**config.mk**
```make
export PLATFORM = sky130hd
export DESIGN_NAME = booth_seq_ctrl
export DESIGN_NICKNAME = d
export VERILOG_FILES = /design/src/rtl/booth_pkg.sv /design/src/rtl/booth_seq_ctrl_step.sv /design/src/rtl/booth_seq_ctrl.sv
export SDC_FILE = /design/constraint.sdc
export NUM_CORES = 1
export LEC_CHECK = 0
export CAP_MARGIN = 10
export CORE_ASPECT_RATIO = 1.25
export CORE_MARGIN = 2
export CORE_UTILIZATION = 50
export CTS_CLUSTER_DIAMETER = 80
export DETAILED_ROUTE_END_ITERATION = 10
export DONT_BUFFER_PORTS = 1
export HOLD_SLACK_MARGIN = 0.12
export PLACE_DENSITY_LB_ADDON = 0.1
export SYNTH_ARGS = -nofsm -noshare
export SYNTH_HDL_FRONTEND = slang
export SYNTH_HIERARCHICAL = 1
export SYNTH_SLANG_ARGS = --single-unit
```
**constraint.sdc**
```tcl
create_clock -name clk -period 4 [get_ports clk]
set_input_delay 1.2 -clock clk [delete_from_list [all_inputs] [get_ports clk]]
set_output_delay 1.2 -clock clk [all_outputs]
set_load 0.02 [all_outputs]
```
**src/rtl/booth_pkg.sv**
```systemverilog
// Shared constants for the sequential Booth multiplier controller.
// BOOTH_SIGNED_EN selects two's-complement operands (default: unsigned).
package booth_pkg;

   localparam logic [1:0] IDLE = 2'd0;
   localparam logic [1:0] ITER = 2'd1;
   localparam logic [1:0] DONE = 2'd2;

   localparam logic [1:0] OP_NOP = 2'b00;
   localparam logic [1:0] OP_ADD = 2'b01;
   localparam logic [1:0] OP_SUB = 2'b10;

   // Unsigned operands need one extra bit so the MSB never reads as a sign.
   function automatic int ext_w(input int w);
`ifdef BOOTH_SIGNED_EN
      return w;
`else
      return w + 1;
`endif
   endfunction

endpackage

```
**src/rtl/booth_seq_ctrl_step.sv**
```systemverilog
// One radix-2 Booth step: add/sub of M into A, then arithmetic shift
// of {A,Q,q_1} right by one.
module booth_step
   import booth_pkg::*;
#(
   parameter int EW = 5
) (
   input  logic [EW:0]   a,
   input  logic [EW-1:0] q,
   input  logic          q_1,
   input  logic [EW:0]   m,
   output logic [EW:0]   a_n,
   output logic [EW-1:0] q_n,
   output logic          q_1_n
);

   logic [1:0]  op;
   logic [EW:0] sum;

   assign op = {q[0], q_1};

   always_comb begin
      sum = a;
      case (op)
         OP_ADD:  sum = a + m;
         OP_SUB:  sum = a - m;
         default: sum = a;
      endcase
      a_n   = {sum[EW], sum[EW:1]};
      q_n   = {sum[0], q[EW-1:1]};
      q_1_n = q[0];
   end

endmodule

```
**src/rtl/booth_seq_ctrl.sv**
```systemverilog
// Sequential radix-2 Booth multiply controller, one step per clock.
// Define BOOTH_SIGNED_EN for two's-complement operands and product.
module booth_seq_ctrl
   import booth_pkg::*;
#(
   parameter int WIDTH = 4,
   parameter int CNT_W = $clog2(WIDTH + 2)
) (
   input  logic               clk,
   input  logic               rst_n,
   input  logic               ena,
   input  logic               in_valid,
   output logic               in_ready,
   input  logic [WIDTH-1:0]   in_a,
   input  logic [WIDTH-1:0]   in_b,
   output logic               out_valid,
   input  logic               out_ready,
   output logic [2*WIDTH-1:0] out_prod,
   output logic               busy
);

   localparam int EW = ext_w(WIDTH);

   logic [1:0]       state;
   logic [EW:0]      a_r;
   logic [EW:0]      m_r;
   logic [EW-1:0]    q_r;
   logic             q_1_r;
   logic [CNT_W-1:0] cnt;

   logic [EW:0]      a_n;
   logic [EW-1:0]    q_n;
   logic             q_1_n;
   logic [EW:0]      m_ld;
   logic [EW-1:0]    q_ld;

   assign in_ready = (state == IDLE) & ena;
   assign busy     = (state == ITER) | (state == DONE);

   always_comb begin
`ifdef BOOTH_SIGNED_EN
      m_ld = (EW+1)'($signed(in_a));
      q_ld = EW'($signed(in_b));
`else
      m_ld = (EW+1)'(in_a);
      q_ld = EW'(in_b);
`endif
   end

   booth_step #(
      .EW (EW)
   ) u_step (
      .a     (a_r),
      .q     (q_r),
      .q_1   (q_1_r),
      .m     (m_r),
      .a_n   (a_n),
      .q_n   (q_n),
      .q_1_n (q_1_n)
   );

   always_ff @(posedge clk or negedge rst_n) begin
      if (!rst_n) begin
         state     <= IDLE;
         a_r       <= '0;
         m_r       <= '0;
         q_r       <= '0;
         q_1_r     <= 1'b0;
         cnt       <= '0;
         out_valid <= 1'b0;
         out_prod  <= '0;
      end else if (ena) begin
         case (state)
            IDLE: begin
               if (in_valid) begin
                  m_r   <= m_ld;
                  q_r   <= q_ld;
                  a_r   <= '0;
                  q_1_r <= 1'b0;
                  cnt   <= CNT_W'(EW);
                  state <= ITER;
               end
            end
            ITER: begin
               a_r   <= a_n;
               q_r   <= q_n;
               q_1_r <= q_1_n;
               cnt   <= cnt - CNT_W'(1);
               // Last step: capture the product straight from the step outputs.
               if (cnt == CNT_W'(1)) begin
                  out_prod  <= (2*WIDTH)'({a_n, q_n});
                  out_valid <= 1'b1;
                  state     <= DONE;
               end
            end
            DONE: begin
               if (out_ready) begin
                  out_valid <= 1'b0;
                  state     <= IDLE;
               end
            end
            default: state <= IDLE;
         endcase
      end
   end

endmodule

```
==> flow_summary_export.csv, run 1 <==
group,metric,value,unit
pwr,p_int,0.001074,W
pwr,swShare,0.4287,
critical_path,critPathSlowestCell,"and2_1",
critical_path,crit_chain,"and2_1",
place,hpwl,2.610,mm
synthesis,ys_seq_area_frac,0.4019,
timing,finalClockSkew,0.003537,ns
global_route,grt_pass1_vias,1232,
die,die_height,72.34,um
pwr,p_leak,0.8952,nW
timing,min_period,2.638,ns
place,placed_area,0.001844,mm^2
global_route,use_met3,0.03387,
die,num_rows,24,
global_route,met2_usage,0.3159,
clock_tree,cts.sinks,30,
pwr,p_seq_frac,0.321,
global_route,grt_max_degree,31,
place,placedCellCount,195,
die,start_util,0.5272,
final_layout,instances_no_fill,201,
routing,drtIter0Drc,33,
pwr,power.density,975.3,mW/mm^2
timing,slew_violations,0,
min_path,worstHoldStart,"cnt[1]$_DFFE_PN0P_",
final_layout,antenna_cells,0,
synthesis,ys.warnings.count,6,
synthesis,synth_edf_count,0,
clock_tree,hold_buffers,0,
clock_tree,h-tree-depth,2,
synthesis,syn_inst,164,
timing,setup_tns,0,ns
synthesis,synthDistinctLibCells,43,
clock_tree,cts_buffer_depth,2,
critical_path,arrival,1.44,ns
clock_tree,clk_pin_slew_worst_paths,0.06,ns
die,dieArea,0.004244,mm^2
timing,rsz0062_at_grt,"false",
min_path,worst_hold_path.endpoint,"cnt[1]$_DFFE_PN0P_",
min_path,whs_path_depth,1,
global_route,grt_pass1_wl,5.651,mm
global_route,grt.busiest_layer,"met2",
critical_path,endpoint_kind,"output port",
die,coreArea,0.003543,mm^2
critical_path,cpLargestDelayFamily,"simple AND/OR/NAND/NOR gates",
timing,setup_viol,0,
final_layout,post-route-cell-area,0.001927,mm^2
final_layout,drive_gt1_frac,0.2099,
pwr,comb_power_share,0.555,
job,maxCapViolations,0,
pwr,ir_worst_vdd,0.4303,mV
routing,viasPerCell,5.930,
critical_path,timing.rr.end,"a_r[5]$_DFFE_PN0P_",
critical_path,critPathMaxFanout,13,
synthesis,ys.flop_type,"dfrtp_1",
clock_tree,post_cts_buffers,0,
critical_path,critPathBufInv,0,
global_route,grt.total_usage,0.1783,
clock_tree,cts_resized,0,
global_route,antenna_found_initial,0,
critical_path,crit_path_start,"ena",
global_route,met1_usage,0.2051,
routing,vias,1192,
pwr,power_switching,0.0008056,W
place,gp_congestion,0.7339,
global_route,grt-ovfl-total,0,
critical_path,cp-start-kind,"input pin",
critical_path,timing.rr.start,"m_r[0]$_DFFE_PN0P_",
synthesis,synth_seq_cells,30,
critical_path,slowest_delay,0.24,ns
final_layout,syn2layout_area_growth,3.148,%
critical_path,rrSetupSlack,1.39,ns
routing,drt-total-wl,3.355,mm
synthesis,synth_area,0.001868,mm^2
die,io_pins,24,
clock_tree,cts_inserted_buffers,5,
final_layout,final_util,0.5438,
final_layout,fin_nets,191,
run_status,status,"finished clean",
clock_tree,cts_tree,"yes",
min_path,hp-class,"flip-flop to flip-flop",
synthesis,async_reset_ff_frac,1.000,
place,portBuffers,0,
timing,timing.final.crit_share,0.6596,
routing,first_pass_iters,4,
critical_path,rr_worst_depth,10,
clock_tree,insertion_delay,0.28,ns
pwr,pwr-share-clk,0.124,
critical_path,crit_required,2.80,ns
routing,ant_nets,0,
timing,final_hold_viol_count,0,
timing,max_freq,379.0,MHz
synthesis,syn_avg_cell_area,11.39,um^2
routing,wl_per_cell,16.69,um
critical_path,criticalPathCategory,"input pin to output port",
clock_tree,clk_root_buffer_cell,"clkbuf_8",
routing,drc_errors,0,
die,die_w,58.67,um
==> power groups by stage <==
stage	clock network, W	logic (W)	registers [W]
6_report	0.000234	0.00104	0.000603
5_1_grt	0.000252	0.00116	0.000624
4_1_cts	0.000242	0.00105	0.000605
3_5_place_dp	0	0.00105	0.000608
3_3_place_gp	0	0.00101	0.000602
2_1_floorplan	0	0.000950	0.000570
==> cells in the final DEF (no fill, tap or decap), types with 2 or more instances in the layout <==
cell and instances:
dfrtp_1 30, conb_1 3, a21o_1 2, o31ai_1 2, a22o_1 8, nand2_1 7, inv_1 11, nor3_1 5
nand4b_1 2, nor2_1 3, xnor2_1 5, ha_1 14, a31oi_1 5, a21oi_1 8, clkbuf_8 6, mux2i_1 7
mux2_4 3, o21ai_0 3, and2_1 2, o21ai_1 3, mux2_2 13
==> cell families after synthesis <==
logic type,Yosys count,share of synthesized area
xor gates and xnor gates,7,0.03684
AOI/OAI and AO/OA,38,0.1507
and+or+nand+nor,29,0.09914
DFF,30,0.4019
other,1,0.002007
buffers and inverters,21,0.06497
muxes,23,0.1400
adders and majority gates,15,0.1045
==> Yosys cell counts (2+ instances only) <==
cell,instances,area (um^2)
buf_6,2,22.52
o31ai_1,2,15.01
o21ai_1,3,15.01
nand4b_1,2,17.52
a21o_1,2,15.01
ha_1,14,175.2
inv_1,11,41.29
nor2_1,3,11.26
a22o_1,8,70.07
mux2i_1,7,70.07
and2_1,2,12.51
o21ai_0,3,15.01
dfrtp_1,30,750.7
nor3_1,5,25.02
mux2_2,13,146.4
a21oi_1,8,40.04
mux2_4,3,45.04
a31oi_1,5,31.28
buf_4,7,52.55
nand2_1,7,26.28
xnor2_1,5,43.79
==> through the flow <==
stage	total power, W	setup slack (ns)	hold WS [ns]
detailed placement	0.001654	1.360	0.4918
global route	0.002038	1.161	0.5270
finish	0.001879	1.362	0.5035
global placement	0.001613	1.357	0.4699
CTS	0.001901	1.360	0.5097
floorplan	0.001521	1.368	0.4496
==> state kept, by name, indices dropped and copies added (netlist names) <==
| signal | cells |
|---|---|
| a_r | 6 |
| cnt | 3 |
| m_r | 4 |
| out_prod | 8 |
| out_valid | 1 |
| q_1_r | 1 |
| q_r | 5 |
| state | 2 |
==> final cells by class <==
type	count	area, um^2
fill	327	1617
multi-input combinational	115	1003
sequential	30	750.7
clock buffer	6	82.58
tap	39	48.80
inverter	11	41.29
==> layer usage <==
metal	share of wire	vias to the layer above
met4	0.028	0
met2	0.54	24
met3	0.033	7
li1	-	574
met1	0.40	587
met5	0	-
==> worst max-delay path by stage <==
stage / to / cells past startpoint
floorplan: in_ready / 1
global placement: in_ready / 1
detailed placement: in_ready / 1
CTS: in_ready / 1
global route: a_r[4]$_DFFE_PN0P_ / 10
finish: in_ready / 1
(Power assumes the default switching activity.)
==> run 2, diff against run 1 <==
--- a/config.mk
+++ b/config.mk
@@ -5,6 +5,7 @@
 export SDC_FILE = /design/constraint.sdc
 export NUM_CORES = 1
 export LEC_CHECK = 0
+export ABC_AREA = 1
 export CAP_MARGIN = 10
 export CORE_ASPECT_RATIO = 1.25
 export CORE_MARGIN = 2
==> constraint.sdc (replaced) <==
create_clock -name clk -period 2.3 [get_ports clk]
set_input_delay 0.69 -clock clk [delete_from_list [all_inputs] [get_ports clk]]
set_output_delay 0.69 -clock clk [all_outputs]
set_load 0.02 [all_outputs]
==> flow_summary_export.csv, run 2 <==
group,metric,value,unit
global_route,grt_max_degree,31,
routing,wl_per_cell,11.98,um
final_layout,largest_reg_flops,8,
final_layout,seq_area,750.7,um^2
die,start_util,0.5136,
routing,viasPerCell,4.993,
synthesis,synth.area.top_cells,"dfrtp_1, nand2_1, ha_1, inv_1, nand3_1",
timing,max_freq,463.1,MHz
die,coreArea,0.003722,mm^2
synthesis,async_reset_ff_frac,1.000,
synthesis,synth_edf_count,0,
final_layout,fin_nets,281,
synthesis,synth.most_common_cell,"nand2_1",
synthesis,syn_avg_cell_area,7.772,um^2
pwr,p_leak,1.137,nW
clock_tree,cts.sinks,30,
clock_tree,cts_inserted_buffers,5,
critical_path,arrival,2.38,ns
place,gp_congestion,0.8408,
synthesis,synth_top_area_share,0.3927,
die,die_height,73.14,um
die,io_pins,24,
critical_path,crit_required,2.52,ns
timing,timing.final.crit_share,0.9389,
clock_tree,cts_tree,"yes",
global_route,grt_pass1_wl,5.816,mm
synthesis,netlist_top_cells_count,"nand2_1, dfrtp_1, inv_1",
final_layout,final_util,0.5600,
critical_path,crit_chain,"inv_2 -> ha_1 -> inv_1 -> nor2_1 -> o21ai_1 -> o21ai_1 -> ha_1 -> buf_4 -> nand2_1 -> nand2_1 -> a21oi_2 -> nand2_1 -> a31oi_1 -> nand3_1 -> nand2_1",
critical_path,cpMostUsedCell,"nand2_1",
routing,ant_nets,0,
critical_path,rrSetupSlack,0.14,ns
timing,slew_violations,0,
pwr,power.density,1526,mW/mm^2
final_layout,mostFrequentLayoutCells,"nand2_1, dfrtp_1, inv_1, nand3_1, ha_1",
timing,min_period,2.160,ns
die,dieArea,0.004337,mm^2
critical_path,criticalPathCategory,"flip-flop to flip-flop",
synthesis,ys_seq_area_frac,0.3927,
final_layout,reg.largest.list,"out_prod: 8 flops, a_r: 6 flops, q_r: 5 flops",
critical_path,slowest_delay,0.38,ns
timing,final_hold_viol_count,0,
die,num_rows,25,
timing,setup_viol,0,
final_layout,antenna_cells,0,
place,hpwl,2.612,mm
pwr,p_total,0.003182,W
critical_path,endpoint_kind,"flip-flop",
synthesis,yosysTopAreaCell,"dfrtp_1",
clock_tree,clk_pin_slew_worst_paths,0.06,ns
routing,drt-total-wl,3.521,mm
final_layout,multi_input_area,993.5,um^2
clock_tree,insertion_delay,0.28,ns
final_layout,drive_gt1_frac,0.1811,
min_path,hp-class,"input pin to asynchronous set/reset pin",
clock_tree,cts_buffer_depth,2,
synthesis,ys.warnings.count,6,
run_status,status,"finished clean",
critical_path,critPathSlowestCell,"dfrtp_1",
global_route,grt.total_usage,0.1799,
routing,vias,1468,
place,portBuffers,0,
synthesis,synth_seq_cells,30,
synthesis,ys.flop_type,"dfrtp_1",
synthesis,syn_inst,246,
clock_tree,h-tree-depth,2,
synthesis,synthDistinctLibCells,28,
global_route,antenna_found_initial,0,
pwr,ir_worst_vdd,0.6878,mV
clock_tree,clk_root_buffer_cell,"clkbuf_8",
critical_path,cp-start-kind,"flip-flop",
final_layout,layout_commonest_cell,"nand2_1",
timing,setup_tns,0,ns
final_layout,fill_cells,347,
critical_path,timing.rr.end,"a_r[3]$_DFFE_PN0P_",
die,die_w,59.31,um
routing,first_pass_iters,4,
final_layout,syn2layout_area_growth,9.031,%
final_layout,largest-register,"out_prod",
critical_path,timing.rr.start,"m_r[0]$_DFFE_PN0P_",
timing,finalClockSkew,0.001817,ns
critical_path,rr_worst_depth,15,
global_route,grt_pass1_vias,1311,
critical_path,critPathMaxFanout,3,
global_route,grt-ovfl-total,0,
routing,drtIter0Drc,34,
routing,drc_errors,0,
job,maxCapViolations,0,
synthesis,synth_area,0.001912,mm^2
## run 2: changes by cell type after synthesis, moves of 5 or more
| cell | before | now |
|---|---|---|
| nor2_1 | 3 | 8 |
| nand3_1 | 0 | 18 |
| mux2i_1 | 7 | 0 |
| nand2_1 | 7 | 84 |
| o21ai_2 | 1 | 7 |
| inv_1 | 11 | 25 |
| nor3_1 | 5 | 0 |
| o21ai_0 | 3 | 10 |
| mux2_2 | 13 | 0 |
| nand2_2 | 1 | 6 |
| inv_2 | 0 | 8 |
| a22o_1 | 8 | 0 |
## run 2: area by class of cell
cell class	instances	share of cell area
clock buffer	5	0.03301
clock inverter	3	0.01921
inverter	35	0.06663
multi-input combinational	177	0.4766
sequential	30	0.3601
tap	40	0.02401
timing repair buffer	4	0.02041
## run 2: what timing repair did
action | CTS | global route
resized for setup | 0 | 9
setup endpoints to repair | 0 | 5
endpoints found under the hold margin | 30 | 0
hold buffers | 1 | 0
buffers inserted | 0 | 3
## run 2: worst max-delay path, delay by kind of cell, from the launching register on
family                   cells  cell delay [ns]
adder cells (fa/ha/maj)      2             0.53
AO/OA/AOI/OAI                4             0.49
AND/OR/NAND/NOR              6             0.40
flip-flops                   1             0.38
buffers and inverters        3             0.30
## run 2: worst max-delay path by stage
stage | from | depth (start not counted) | endpoint | slack, ns
2_1_floorplan | m_r[0]$_DFFE_PN0P_ | 18 | a_r[5]$_DFFE_PN0P_ | 0.19
3_3_place_gp | m_r[0]$_DFFE_PN0P_ | 14 | a_r[2]$_DFFE_PN0P_ | 0.08
3_5_place_dp | m_r[0]$_DFFE_PN0P_ | 18 | a_r[4]$_DFFE_PN0P_ | 0.09
4_1_cts | m_r[0]$_DFFE_PN0P_ | 14 | a_r[2]$_DFFE_PN0P_ | 0.07
5_1_grt | m_r[0]$_DFFE_PN0P_ | 14 | a_r[2]$_DFFE_PN0P_ | -0.01
6_report | m_r[0]$_DFFE_PN0P_ | 15 | a_r[3]$_DFFE_PN0P_ | 0.14
## run 2: cell families (layout without fill, tap and decap cells)
kind of cell | count (synthesis) | count (layout) | synth area share
other cells | 1 | 5 | 0.001961
simple gates | 126 | 126 | 0.2906
xor+xnor | 4 | 4 | 0.01833
compound gates | 27 | 27 | 0.08639
buf+inv | 43 | 47 | 0.1080
flops | 30 | 30 | 0.3927
fa+ha+maj | 15 | 15 | 0.1021
## run 2: power by group
part           switching [W]  internal [W]
combinational        0.00104      0.000645
clock               0.000201      0.000318
sequential          0.000245      0.000728
total                0.00149       0.00169
## run 2: metal layers
layer	track usage	part of all wire
met1	0.2241	0.46
met3	0.04787	0.024
met5	0	0
met4	0.07576	0.014
met2	0.2906	0.50
## run 2: metrics by stage
step	hold slack, ns	std cells	instance area (um^2)	setup slack (ns)
after detailed placement	0.3948	282	1909	0.08885
after floorplan	0.3944	250	1927	0.1883
final	0.2232	294	2085	0.1405
after CTS	0.2239	291	2038	0.07171
after global placement	0.3950	282	1909	0.07626
after global routing	0.2282	294	2085	-0.01290
